## src/rtl/gpio_cmd_master_pkg.sv

```systemverilog
// Shared definitions for the GPIO command-protocol initiator:
// command codes, command-word field positions, request payload and FSM states.
package gpio_cmd_master_pkg;

    localparam int unsigned CMD_W      = 8;
    localparam int unsigned PAYLOAD_W  = 23;
    localparam int unsigned WORD_W     = 32;

    localparam int unsigned CMD_MSB    = 31;
    localparam int unsigned CMD_LSB    = 24;
    localparam int unsigned STROBE_BIT = 23;
    localparam int unsigned RD_EN_BIT  = 16;

    localparam logic [CMD_W-1:0] CMD_RST     = 8'h01;
    localparam logic [CMD_W-1:0] CMD_EN_RX   = 8'h02;
    localparam logic [CMD_W-1:0] CMD_SIGMA   = 8'h03;
    localparam logic [CMD_W-1:0] CMD_LOG     = 8'h04;
    localparam logic [CMD_W-1:0] CMD_RAM_RD  = 8'h05;
    localparam logic [CMD_W-1:0] CMD_LOG_BER = 8'h06;
    localparam logic [CMD_W-1:0] CMD_RD_BER  = 8'h07;

    typedef struct packed {
        logic [CMD_W-1:0]     cmd;
        logic [PAYLOAD_W-1:0] data;
        logic                 read;
        logic                 burst;
    } req_t;

    typedef enum logic [2:0] {
        ST_IDLE,
        ST_SETUP,
        ST_STROBE,
        ST_HOLD,
        ST_SETTLE,
        ST_RESP
    } state_t;

    // Assemble a command word from its three fields.
    function automatic logic [WORD_W-1:0] build_word(
        input logic [CMD_W-1:0]     cmd,
        input logic                 strobe,
        input logic [PAYLOAD_W-1:0] payload
    );
        logic [WORD_W-1:0] w;
        w                    = '0;
        w[CMD_MSB:CMD_LSB]   = cmd;
        w[STROBE_BIT]        = strobe;
        w[PAYLOAD_W-1:0]     = payload;
        return w;
    endfunction

endpackage

```

## src/rtl/gpio_cmd_master_cmd_phase_timer.sv

```systemverilog
// Loadable down-counter timing the STROBE and SETTLE phases; done_c is high at zero.
module gpio_cmd_master_cmd_phase_timer #(
    parameter int unsigned W = 2
) (
    input  logic         clk,
    input  logic         i_reset,
    input  logic         load,
    input  logic [W-1:0] load_value,
    output logic         done_c
);

    logic [W-1:0] cnt_q;

    always_ff @(posedge clk or posedge i_reset) begin
        if (i_reset) begin
            cnt_q <= '0;
        end else if (load) begin
            cnt_q <= load_value;
        end else if (cnt_q != '0) begin
            cnt_q <= cnt_q - W'(1);
        end
    end

    assign done_c = (cnt_q == '0);

endmodule

```

## src/rtl/gpio_cmd_master.sv

```systemverilog
// GPIO command-protocol initiator: sequences setup/strobe/hold phases of the
// command word, captures readback, and runs auto-incrementing RAM dump bursts.
module gpio_cmd_master
    import gpio_cmd_master_pkg::*;
#(
    parameter int unsigned NBT_GPIOS     = 32,
    parameter int unsigned RAM_DEPTH     = 32768,
    parameter int unsigned STROBE_CYCLES = 2,
    parameter int unsigned SETTLE_CYCLES = 2
) (
    input  logic                         clk,
    input  logic                         i_reset,
    input  logic                         i_req_valid,
    output logic                         o_req_ready,
    input  logic [7:0]                   i_req_cmd,
    input  logic [22:0]                  i_req_data,
    input  logic                         i_req_read,
    input  logic                         i_req_burst,
    input  logic [$clog2(RAM_DEPTH):0]   i_req_count,
    output logic [NBT_GPIOS-1:0]         o_gpio_to_regf,
    input  logic [NBT_GPIOS-1:0]         i_regf_to_gpio,
    output logic                         o_rsp_valid,
    output logic [NBT_GPIOS-1:0]         o_rsp_data,
    output logic                         o_rsp_last,
    input  logic                         i_rsp_ready,
    output logic                         o_busy
);

    localparam int unsigned AW        = $clog2(RAM_DEPTH);
    localparam int unsigned CW        = AW + 1;
    localparam int unsigned MAX_PHASE = (STROBE_CYCLES > SETTLE_CYCLES) ? STROBE_CYCLES
                                                                         : SETTLE_CYCLES;
    localparam int unsigned TW        = $clog2(MAX_PHASE) + 1;
    localparam logic [PAYLOAD_W-1:0] ADDR_MASK = PAYLOAD_W'((64'd1 << AW) - 64'd1);

    state_t               state_q, state_n;
    req_t                 req_q, req_n;
    logic [AW-1:0]        addr_q, addr_n, addr_inc;
    logic [CW-1:0]        remain_q, remain_n;
    logic [NBT_GPIOS-1:0] word_q, word_n;
    logic [NBT_GPIOS-1:0] rsp_data_q, rsp_data_n;
    logic                 rsp_last_q, rsp_last_n;
    logic                 rsp_valid_q, req_ready_q, busy_q;
    logic                 timer_load;
    logic [TW-1:0]        timer_value;
    logic                 timer_done_c;

    // Low payload bits carry the burst address; the rest come from the request.
    function automatic logic [PAYLOAD_W-1:0] merge_addr(
        input logic [PAYLOAD_W-1:0] data,
        input logic [AW-1:0]        addr
    );
        return (data & ~ADDR_MASK) | PAYLOAD_W'(addr);
    endfunction

    gpio_cmd_master_cmd_phase_timer #(
        .W (TW)
    ) u_timer (
        .clk        (clk),
        .i_reset    (i_reset),
        .load       (timer_load),
        .load_value (timer_value),
        .done_c     (timer_done_c)
    );

    always_ff @(posedge clk or posedge i_reset) begin
        if (i_reset) begin
            state_q     <= ST_IDLE;
            req_q       <= '0;
            addr_q      <= '0;
            remain_q    <= '0;
            word_q      <= '0;
            rsp_data_q  <= '0;
            rsp_last_q  <= 1'b0;
            rsp_valid_q <= 1'b0;
            req_ready_q <= 1'b1;
            busy_q      <= 1'b0;
        end else begin
            state_q     <= state_n;
            req_q       <= req_n;
            addr_q      <= addr_n;
            remain_q    <= remain_n;
            word_q      <= word_n;
            rsp_data_q  <= rsp_data_n;
            rsp_last_q  <= rsp_last_n;
            rsp_valid_q <= (state_n == ST_RESP);
            req_ready_q <= (state_n == ST_IDLE);
            busy_q      <= (state_n != ST_IDLE);
        end
    end

    always_comb begin
        state_n     = state_q;
        req_n       = req_q;
        addr_n      = addr_q;
        remain_n    = remain_q;
        word_n      = word_q;
        rsp_data_n  = rsp_data_q;
        rsp_last_n  = rsp_last_q;
        timer_load  = 1'b0;
        timer_value = '0;
        addr_inc    = (addr_q == AW'(RAM_DEPTH - 1)) ? '0 : addr_q + AW'(1);

        unique case (state_q)
            ST_IDLE: begin
                if (i_req_valid) begin
                    req_n.cmd   = i_req_cmd;
                    req_n.data  = i_req_data;
                    req_n.read  = i_req_read;
                    req_n.burst = i_req_burst && i_req_read && (i_req_cmd == CMD_RAM_RD);
                    addr_n      = i_req_data[AW-1:0];
                    remain_n    = (i_req_count == '0) ? CW'(1) : i_req_count;
                    word_n      = NBT_GPIOS'(build_word(i_req_cmd, 1'b0, i_req_data));
                    state_n     = ST_SETUP;
                end
            end
            ST_SETUP: begin
                word_n[STROBE_BIT] = 1'b1;
                timer_load         = 1'b1;
                timer_value        = TW'(STROBE_CYCLES - 1);
                state_n            = ST_STROBE;
            end
            ST_STROBE: begin
                if (timer_done_c) begin
                    word_n[STROBE_BIT] = 1'b0;
                    state_n            = ST_HOLD;
                end
            end
            ST_HOLD: begin
                if (req_q.read) begin
                    timer_load  = 1'b1;
                    timer_value = TW'(SETTLE_CYCLES - 1);
                    state_n     = ST_SETTLE;
                end else begin
                    state_n = ST_IDLE;
                end
            end
            ST_SETTLE: begin
                if (timer_done_c) begin
                    rsp_data_n = i_regf_to_gpio;
                    rsp_last_n = !req_q.burst || (remain_q == CW'(1));
                    state_n    = ST_RESP;
                end
            end
            ST_RESP: begin
                if (i_rsp_ready) begin
                    if (req_q.burst && (remain_q > CW'(1))) begin
                        remain_n = remain_q - CW'(1);
                        addr_n   = addr_inc;
                        word_n   = NBT_GPIOS'(build_word(req_q.cmd, 1'b0,
                                                         merge_addr(req_q.data, addr_inc)));
                        state_n  = ST_SETUP;
                    end else begin
                        state_n = ST_IDLE;
                    end
                end
            end
            default: begin
                state_n = ST_IDLE;
            end
        endcase
    end

    assign o_gpio_to_regf = word_q;
    assign o_rsp_data     = rsp_data_q;
    assign o_rsp_last     = rsp_last_q;
    assign o_rsp_valid    = rsp_valid_q;
    assign o_req_ready    = req_ready_q;
    assign o_busy         = busy_q;

endmodule

```

## config.mk

```make
export PLATFORM = sky130hd
export DESIGN_NAME = gpio_cmd_master
export DESIGN_NICKNAME = d
export VERILOG_FILES = /design/src/rtl/gpio_cmd_master_pkg.sv /design/src/rtl/gpio_cmd_master_cmd_phase_timer.sv /design/src/rtl/gpio_cmd_master.sv
export SDC_FILE = /design/constraint.sdc
export NUM_CORES = 1
export LEC_CHECK = 0
export ABC_AREA = 1
export CAP_MARGIN = 0
export CORE_UTILIZATION = 44
export DETAILED_ROUTE_END_ITERATION = 6
export PLACE_DENSITY = 0.82
export SETUP_SLACK_MARGIN = 0.05
export SLEW_MARGIN = 20
export SYNTH_ARGS = -nofsm -noshare
export SYNTH_HDL_FRONTEND = slang
export SYNTH_SLANG_ARGS = --single-unit
```

## constraint.sdc

```tcl
create_clock -name clk -period 3.37 [get_ports clk]
set_input_delay 0.337 -clock clk [delete_from_list [all_inputs] [get_ports clk]]
set_output_delay 0.337 -clock clk [all_outputs]
set_load 0.01 [all_outputs]
```

==> results.py, run 1 <==
metrics = {
    "timing": {
        "fin_tns_setup_ns": 0,
        "hold_viol": 0,
        "hold_slack_ns": 0.3880,
        "grt_setup_unrepaired": "false",
        "relSlewSlack": 0.3638,
        "period_minus_slack_ns": 2.338,
        "drv_slew": 0,
        "worstMarginPinSlew_ns": 0.9520,
        "fmax_ghz": 0.4278,
        "min_period_over_period": 0.6937,
        "finClkSkew_ns": 0.01040,
        "setup_violations": 0,
    },
    "place": {
        "dp.final_hpwl_um": 9667,
        "port_buffers": 152,
        "dpl_cell_area_mm2": 0.007283,
        "place.gp.congestion": 0.8476,
    },
    "finish": {
        "drive_gt1_frac": 0.07454,
        "area_delta_synth_final_pct": 33.76,
        "nets": 956,
        "num_antenna_cells": 0,
        "seq_area_mm2": 0.002679,
        "multi_input_area_mm2": 0.002582,
        "nFillCells": 1153,
        "fin_area_mm2": 0.007590,
    },
    "clock_tree": {
        "clk_pin_slew_ns": 0.07,
        "htreeDepth": 3,
        "clock-sinks": 107,
        "clock_tree.buffer_depth": 2,
        "numCtsBuffers": 9,
        "hold_buffers": 0,
        "ctsResizeCount": 0,
        "post-cts-setup-buffers": 0,
        "clock_latency_ns": 0.36,
        "cts_tree": "done",
        "root_buffer": "clkbuf_16",
    },
    "synthesis": {
        "yosys_register_bits": 107,
        "post-synth-top-area-cell": "dfrtp_1",
        "synth_nets": 814,
        "synth_cell_type_count": 34,
        "netlist_area_mm2": 0.005674,
        "ys_seq_area_frac": 0.4721,
        "synth_flop_cell": "dfrtp_1",
        "yosys_warnings": 0,
        "synth-edff-count": 0,
        "synth_top_area_frac": 0.4675,
        "avgSynthCellArea_um2": 7.826,
        "netlist_instances": 725,
        "synth_top_cells_by_area": "dfrtp_1 (47%), nand2_1 (19%), mux2_1 (5.6%)",
        "async_reset_ff_frac": 1.000,
    },
    "route": {
        "drtIter0Drc": 316,
        "post_drt_wl_per_cell_um": 13.06,
        "ant_nets": 0,
        "num_vias": 5071,
        "via_per_inst": 4.857,
        "detail_route.first_pass.iterations": 5,
        "drc": 0,
        "wl_um": 13630,
    },
    "setup_path": {
        "worstRegToRegCells": 11,
        "worst-path-max-fanout": 24,
        "end_kind": "register",
        "r2r_setup_slack_ns": 1.03,
        "critPathArrivalTime_ns": 2.64,
        "start_kind": "register",
        "slowest_delay_ns": 0.43,
        "cp_slowest_cell": "nand2_2",
        "cp_cell_sequence": "inv_1, ha_1, nand2_2, nor2_4, nand2_1, nand3_2, nand2_2, nand2_2, buf_4, nand2_1, nand2_1",
        "critical-path-top-delay-family": "simple AND/OR/NAND/NOR gates",
        "crit_buf_inv": 2,
        "crit_type": "register to register",
        "r2r-start": "remain_q[0]$_DFFE_PP0P_",
        "r2r-end": "remain_q[15]$_DFFE_PP0P_",
        "critPathRequiredTime_ns": 3.67,
    },
    "global_routing": {
        "antenna_found_initial": 0,
        "overflow": 0,
        "gr-usage-all-layers": 0.2188,
        "grt_pass1_wl_um": 22830,
        "grt_start_max_net_pins": 74,
        "grt_pass1_vias": 4926,
    },
    "power_and_ir_drop": {
        "p_int_mw": 3.715,
        "pwr-share-clk": 0.181,
        "switchingPower_mw": 2.324,
        "combPwrFrac": 0.443,
        "p_leak_nw": 3.714,
        "ir_drop_v": 0.0004630,
        "finalPower_mw": 6.039,
        "p_seq_frac": 0.376,
        "switching_share": 0.3848,
        "power.density_mw_per_mm2": 795.7,
    },
    "floorplanning": {
        "num_rows": 41,
        "die_h_um": 115.6,
        "die_area_mm2": 0.01335,
        "core_mm2": 0.01262,
        "io_pins": 153,
        "initial_core_util": 0.4496,
        "die_w_um": 115.6,
    },
    "run_status": {
        "status": "finished clean",
    },
    "run": {
        "maxCapViolations": 0,
    },
    "min_path": {
        "hold_class": "input port to asynchronous set/reset pin",
    },
}
layer usage:
| metal | up-vias | share of wire | GRT usage |
|---|---|---|---|
| li1 | 2555 | - | - |
| met1 | 2375 | 0.47 | 0.2844 |
| met2 | 120 | 0.46 | 0.3545 |
| met3 | 21 | 0.051 | 0.05387 |
| met4 | 0 | 0.019 | 0.08052 |
| met5 | - | 0 | 0 |
cells by family (layout without fill, tap and decap cells):
logic type / count (synthesis) / count (layout) / synth area share
XOR/XNOR: 6 / 6 / 0.009261
multiplexers: 32 / 32 / 0.06351
AO/OA/AOI/OAI: 52 / 52 / 0.04873
flip-flops: 107 / 107 / 0.4721
adder cells (fa/ha/maj): 4 / 4 / 0.008821
AND/OR/NAND/NOR: 436 / 436 / 0.3235
buffers and inverters: 88 / 235 / 0.07409
cell usage after synthesis, drive strengths merged (4+ instances only):
| library cell | number |
|---|---|
| nor3 | 5 |
| or2 | 7 |
| o21ai | 42 |
| nand4 | 6 |
| clkbuf | 9 |
| inv | 62 |
| ha | 4 |
| a21oi | 5 |
| nor2 | 61 |
| nand2 | 309 |
| xor2 | 4 |
| buf | 17 |
| dfrtp | 106 |
| nand3 | 43 |
| mux2 | 32 |
sequential cells by signal (all words and copies together) (netlist names):
register        cells
o_rsp_data         32
o_gpio_to_regf     18
req_q              18
remain_q           16
addr_q             14
state_q             3
u_timer.cnt_q       2
o_busy              1
o_req_ready         1
o_rsp_last          1
o_rsp_valid         1
how the worst max path moves through the flow:
stage / slack [ns] / depth (start not counted) / from / end
6_report: 1.03 / 11 / remain_q[0]$_DFFE_PP0P_ / remain_q[15]$_DFFE_PP0P_
5_1_grt: 0.82 / 11 / remain_q[0]$_DFFE_PP0P_ / remain_q[0]$_DFFE_PP0P_
4_1_cts: 1.03 / 11 / remain_q[0]$_DFFE_PP0P_ / remain_q[15]$_DFFE_PP0P_
3_5_place_dp: 1.06 / 11 / remain_q[0]$_DFFE_PP0P_ / addr_q[7]$_DFFE_PP0P_
3_3_place_gp: 1.17 / 11 / remain_q[0]$_DFFE_PP0P_ / remain_q[0]$_DFFE_PP0P_
2_1_floorplan: 0.22 / 1 / i_reset / addr_q[0]$_DFFE_PP0P_
area by class of cell:
type                            count  share of cell area
Clock buffer                       13             0.03429
Clock inverter                      3            0.006100
Inverter                           62             0.03099
Multi-Input combinational cell    530              0.3403
Sequential cell                   107              0.3530
Tap cell                          172             0.02835
Timing Repair Buffer              157              0.2071
power by group through the flow:
stage | Clock (mW) | Combinational (mW) | Sequential (mW)
floorplan | 0 | 1.54 | 2.35
global placement | 0 | 2.61 | 2.27
detailed placement | 0 | 2.67 | 2.28
CTS | 1.11 | 2.70 | 2.27
global route | 1.17 | 3.01 | 2.35
finish | 1.09 | 2.68 | 2.27
per-stage QoR:
| stage | instances | setup WS, ns | utilization |
|---|---|---|---|
| 2_1_floorplan | 725 | 0.2174 | - |
| 3_3_place_gp | 1028 | 1.167 | 0.5771 |
| 3_5_place_dp | 1028 | 1.059 | 0.5771 |
| 4_1_cts | 1044 | 1.030 | 0.6014 |
| 5_1_grt | 1044 | 0.8227 | 0.6014 |
| 6_report | 1044 | 1.032 | 0.6014 |
cell usage in the layout (no fill, tap or decap), types with 6 or more instances in the layout:
| cell type | instances |
|---|---|
| nand2_2 | 15 |
| nand3_1 | 40 |
| clkdlybuf4s50_1 | 152 |
| nand2_1 | 294 |
| clkbuf_16 | 9 |
| dfrtp_1 | 106 |
| mux2_1 | 28 |
| inv_2 | 6 |
| nand4_1 | 6 |
| or2_2 | 7 |
| nor2_1 | 53 |
| o21ai_0 | 42 |
| inv_1 | 55 |
No activity file was read; power rests on OpenSTA's default activity.
==> run 2, diff against run 1 <==
==> constraint.sdc (replaced) <==
create_clock -name clk -period 1.9 [get_ports clk]
set_input_delay 0.19 -clock clk [delete_from_list [all_inputs] [get_ports clk]]
set_output_delay 0.19 -clock clk [all_outputs]
set_load 0.01 [all_outputs]
==> run 2 against run 1 <==
  * Clock power increased by 86%
  * Critical path depth unchanged
  * Core utilization increased by 2.3 points
  * Critical endpoint is now remain_q[8]$_DFFE_PP0P_
==> results.py, run 2 (synthesis results as in run 1) <==
metrics = {
    "timing": {
        "grt_setup_unrepaired": "false",
        "setup_violations": 0,
        "drv_slew": 0,
        "finClkSkew_ns": 0.007415,
        "min_period_over_period": 0.9199,
        "hold_viol": 0,
        "fin_ws_ns": 0.1523,
        "period_minus_slack_ns": 1.748,
        "fin_tns_setup_ns": 0,
        "relSlewSlack": 0.6610,
        "fmax_ghz": 0.5722,
        "worstMarginPinSlew_ns": 0.5073,
    },
    "finish": {
        "area_delta_synth_final_pct": 38.90,
        "final_util": 0.6245,
        "num_antenna_cells": 0,
        "drive_gt1_frac": 0.09470,
        "nets": 971,
        "nFillCells": 1141,
        "layout_common_cells": "nand2_1 (294), clkdlybuf4s50_1 (152), dfrtp_1 (106)",
        "mostFrequentLayoutCell": "nand2_1",
        "seq_area_mm2": 0.002679,
        "multi_input_area_mm2": 0.002605,
        "largest_reg_flops": 32,
        "fin_area_mm2": 0.007881,
    },
    "route": {
        "via_per_inst": 4.902,
        "drc": 0,
        "detail_route.first_pass.iterations": 5,
        "drtIter0Drc": 289,
        "ant_nets": 0,
        "post_drt_wl_per_cell_um": 13.48,
        "num_vias": 5191,
        "wl_um": 14280,
    },
    "setup_path": {
        "r2r-start": "remain_q[0]$_DFFE_PP0P_",
        "critical-path-top-delay-family": "simple AND/OR/NAND/NOR gates",
        "cp_slowest_cell": "dfrtp_1",
        "crit_type": "register to register",
        "startpoint": "remain_q[0]$_DFFE_PP0P_",
        "cp_cell_sequence": "inv_2, ha_2, nand2_2, nor2_4, nand2_1, nand3_4, a21oi_4, buf_12, clkbuf_16, nand2_1, nand2_1",
        "critPathArrivalTime_ns": 1.99,
        "cp_num_cells": 11,
        "slowest_delay_ns": 0.41,
        "cp_common_cell": "nand2_1",
        "worstRegToRegCells": 11,
        "start_kind": "register",
        "crit_buf_inv": 3,
        "end_kind": "register",
        "critPathRequiredTime_ns": 2.15,
        "worst-path-max-fanout": 12,
    },
    "floorplanning": {
        "die_area_mm2": 0.01335,
        "die_w_um": 115.6,
        "die_h_um": 115.6,
        "num_rows": 41,
        "io_pins": 153,
        "initial_core_util": 0.4496,
        "core_mm2": 0.01262,
    },
    "power_and_ir_drop": {
        "p_int_mw": 7.027,
        "ir_drop_v": 0.0007643,
        "p_seq_frac": 0.357,
        "power.density_mw_per_mm2": 1436,
        "finalPower_mw": 11.32,
        "p_leak_nw": 3.855,
        "switching_share": 0.3792,
        "switchingPower_mw": 4.293,
        "pwr-share-clk": 0.179,
        "combPwrFrac": 0.464,
    },
    "clock_tree": {
        "clock_tree.buffer_depth": 2,
        "clock-sinks": 107,
        "root_buffer": "clkbuf_16",
        "cts_tree": "done",
        "htreeDepth": 3,
        "clk_pin_slew_ns": 0.07,
        "numCtsBuffers": 9,
        "clock_latency_ns": 0.35,
    },
    "global_routing": {
        "gr-usage-all-layers": 0.2092,
        "grt_pass1_wl_um": 21900,
        "overflow": 0,
        "grt_start_max_net_pins": 65,
        "grt_pass1_vias": 4624,
        "antenna_found_initial": 0,
    },
    "min_path": {
        "hold_class": "input port to asynchronous set/reset pin",
    },
    "place": {
        "port_buffers": 152,
        "dpl_cell_area_mm2": 0.007415,
        "dp.final_hpwl_um": 9672,
        "place_ws_ns": 0.1523,
        "place.gp.congestion": 0.8467,
    },
    "run": {
        "maxCapViolations": 0,
    },
    "run_status": {
        "status": "finished clean",
    },
}
==> run 2: through the flow <==
stage	hold slack [ns]	cells
6_report	0.2891	1059
5_1_grt	0.3112	1059
4_1_cts	0.2997	1053
3_5_place_dp	0.4670	1037
3_3_place_gp	0.4531	1037
2_1_floorplan	0.3110	725
==> run 2: area by class of cell <==
class	count	share of cell area
multi-input cells	530	0.3305
clock buffers	10	0.03032
inverters	62	0.03000
well taps	172	0.02731
flip-flops and latches	107	0.3399
clock inverters	6	0.01111
repair buffers	172	0.2308
==> run 2: worst paths after layout <==
kind                                             endpoint  slack (ns)
setup / recovery                  remain_q[8]$_DFFE_PP0P_        0.15
hold / removal                 o_rsp_data[25]$_DFFE_PP0P_        0.29
setup reg to reg                  remain_q[8]$_DFFE_PP0P_        0.15
hold reg to reg            o_gpio_to_regf[23]$_DFFE_PP0P_        0.48
max in group asynchronous            req_q[0]$_DFFE_PP0P_        1.28
min in group clk                     req_q[0]$_DFFE_PP0P_        0.42
==> run 2: per-layer routing <==
layer / vias up / wire length [um] / track usage
li1: 2579 / - / -
met1: 2420 / 6471 / 0.2785
met2: 175 / 6633 / 0.3369
met3: 17 / 991 / 0.05282
met4: 0 / 184 / 0.06234
met5: - / 0 / 0
==> run 2: worst min-delay path, stage by stage <==
cell and delay, ns:
clkdlybuf4s50_1 0.45, clkinvlp_4 0.13, buf_12 0.24
==> run 2: power groups by stage <==
stage               Clock [mW]  Combinational, mW  Sequential (mW)
global placement             0               4.77             4.02
CTS                       2.08               4.92             4.03
floorplan                    0               2.72             4.17
finish                    2.03               5.25             4.04
detailed placement           0               4.90             4.05
global route              2.16               5.84             4.17
==> run 2: repair_timing <==
item	4_1_cts	5_1_grt
setup endpoints to repair	0	47
resized for setup	0	5
hold buffers	0	0
setup buffers	0	1
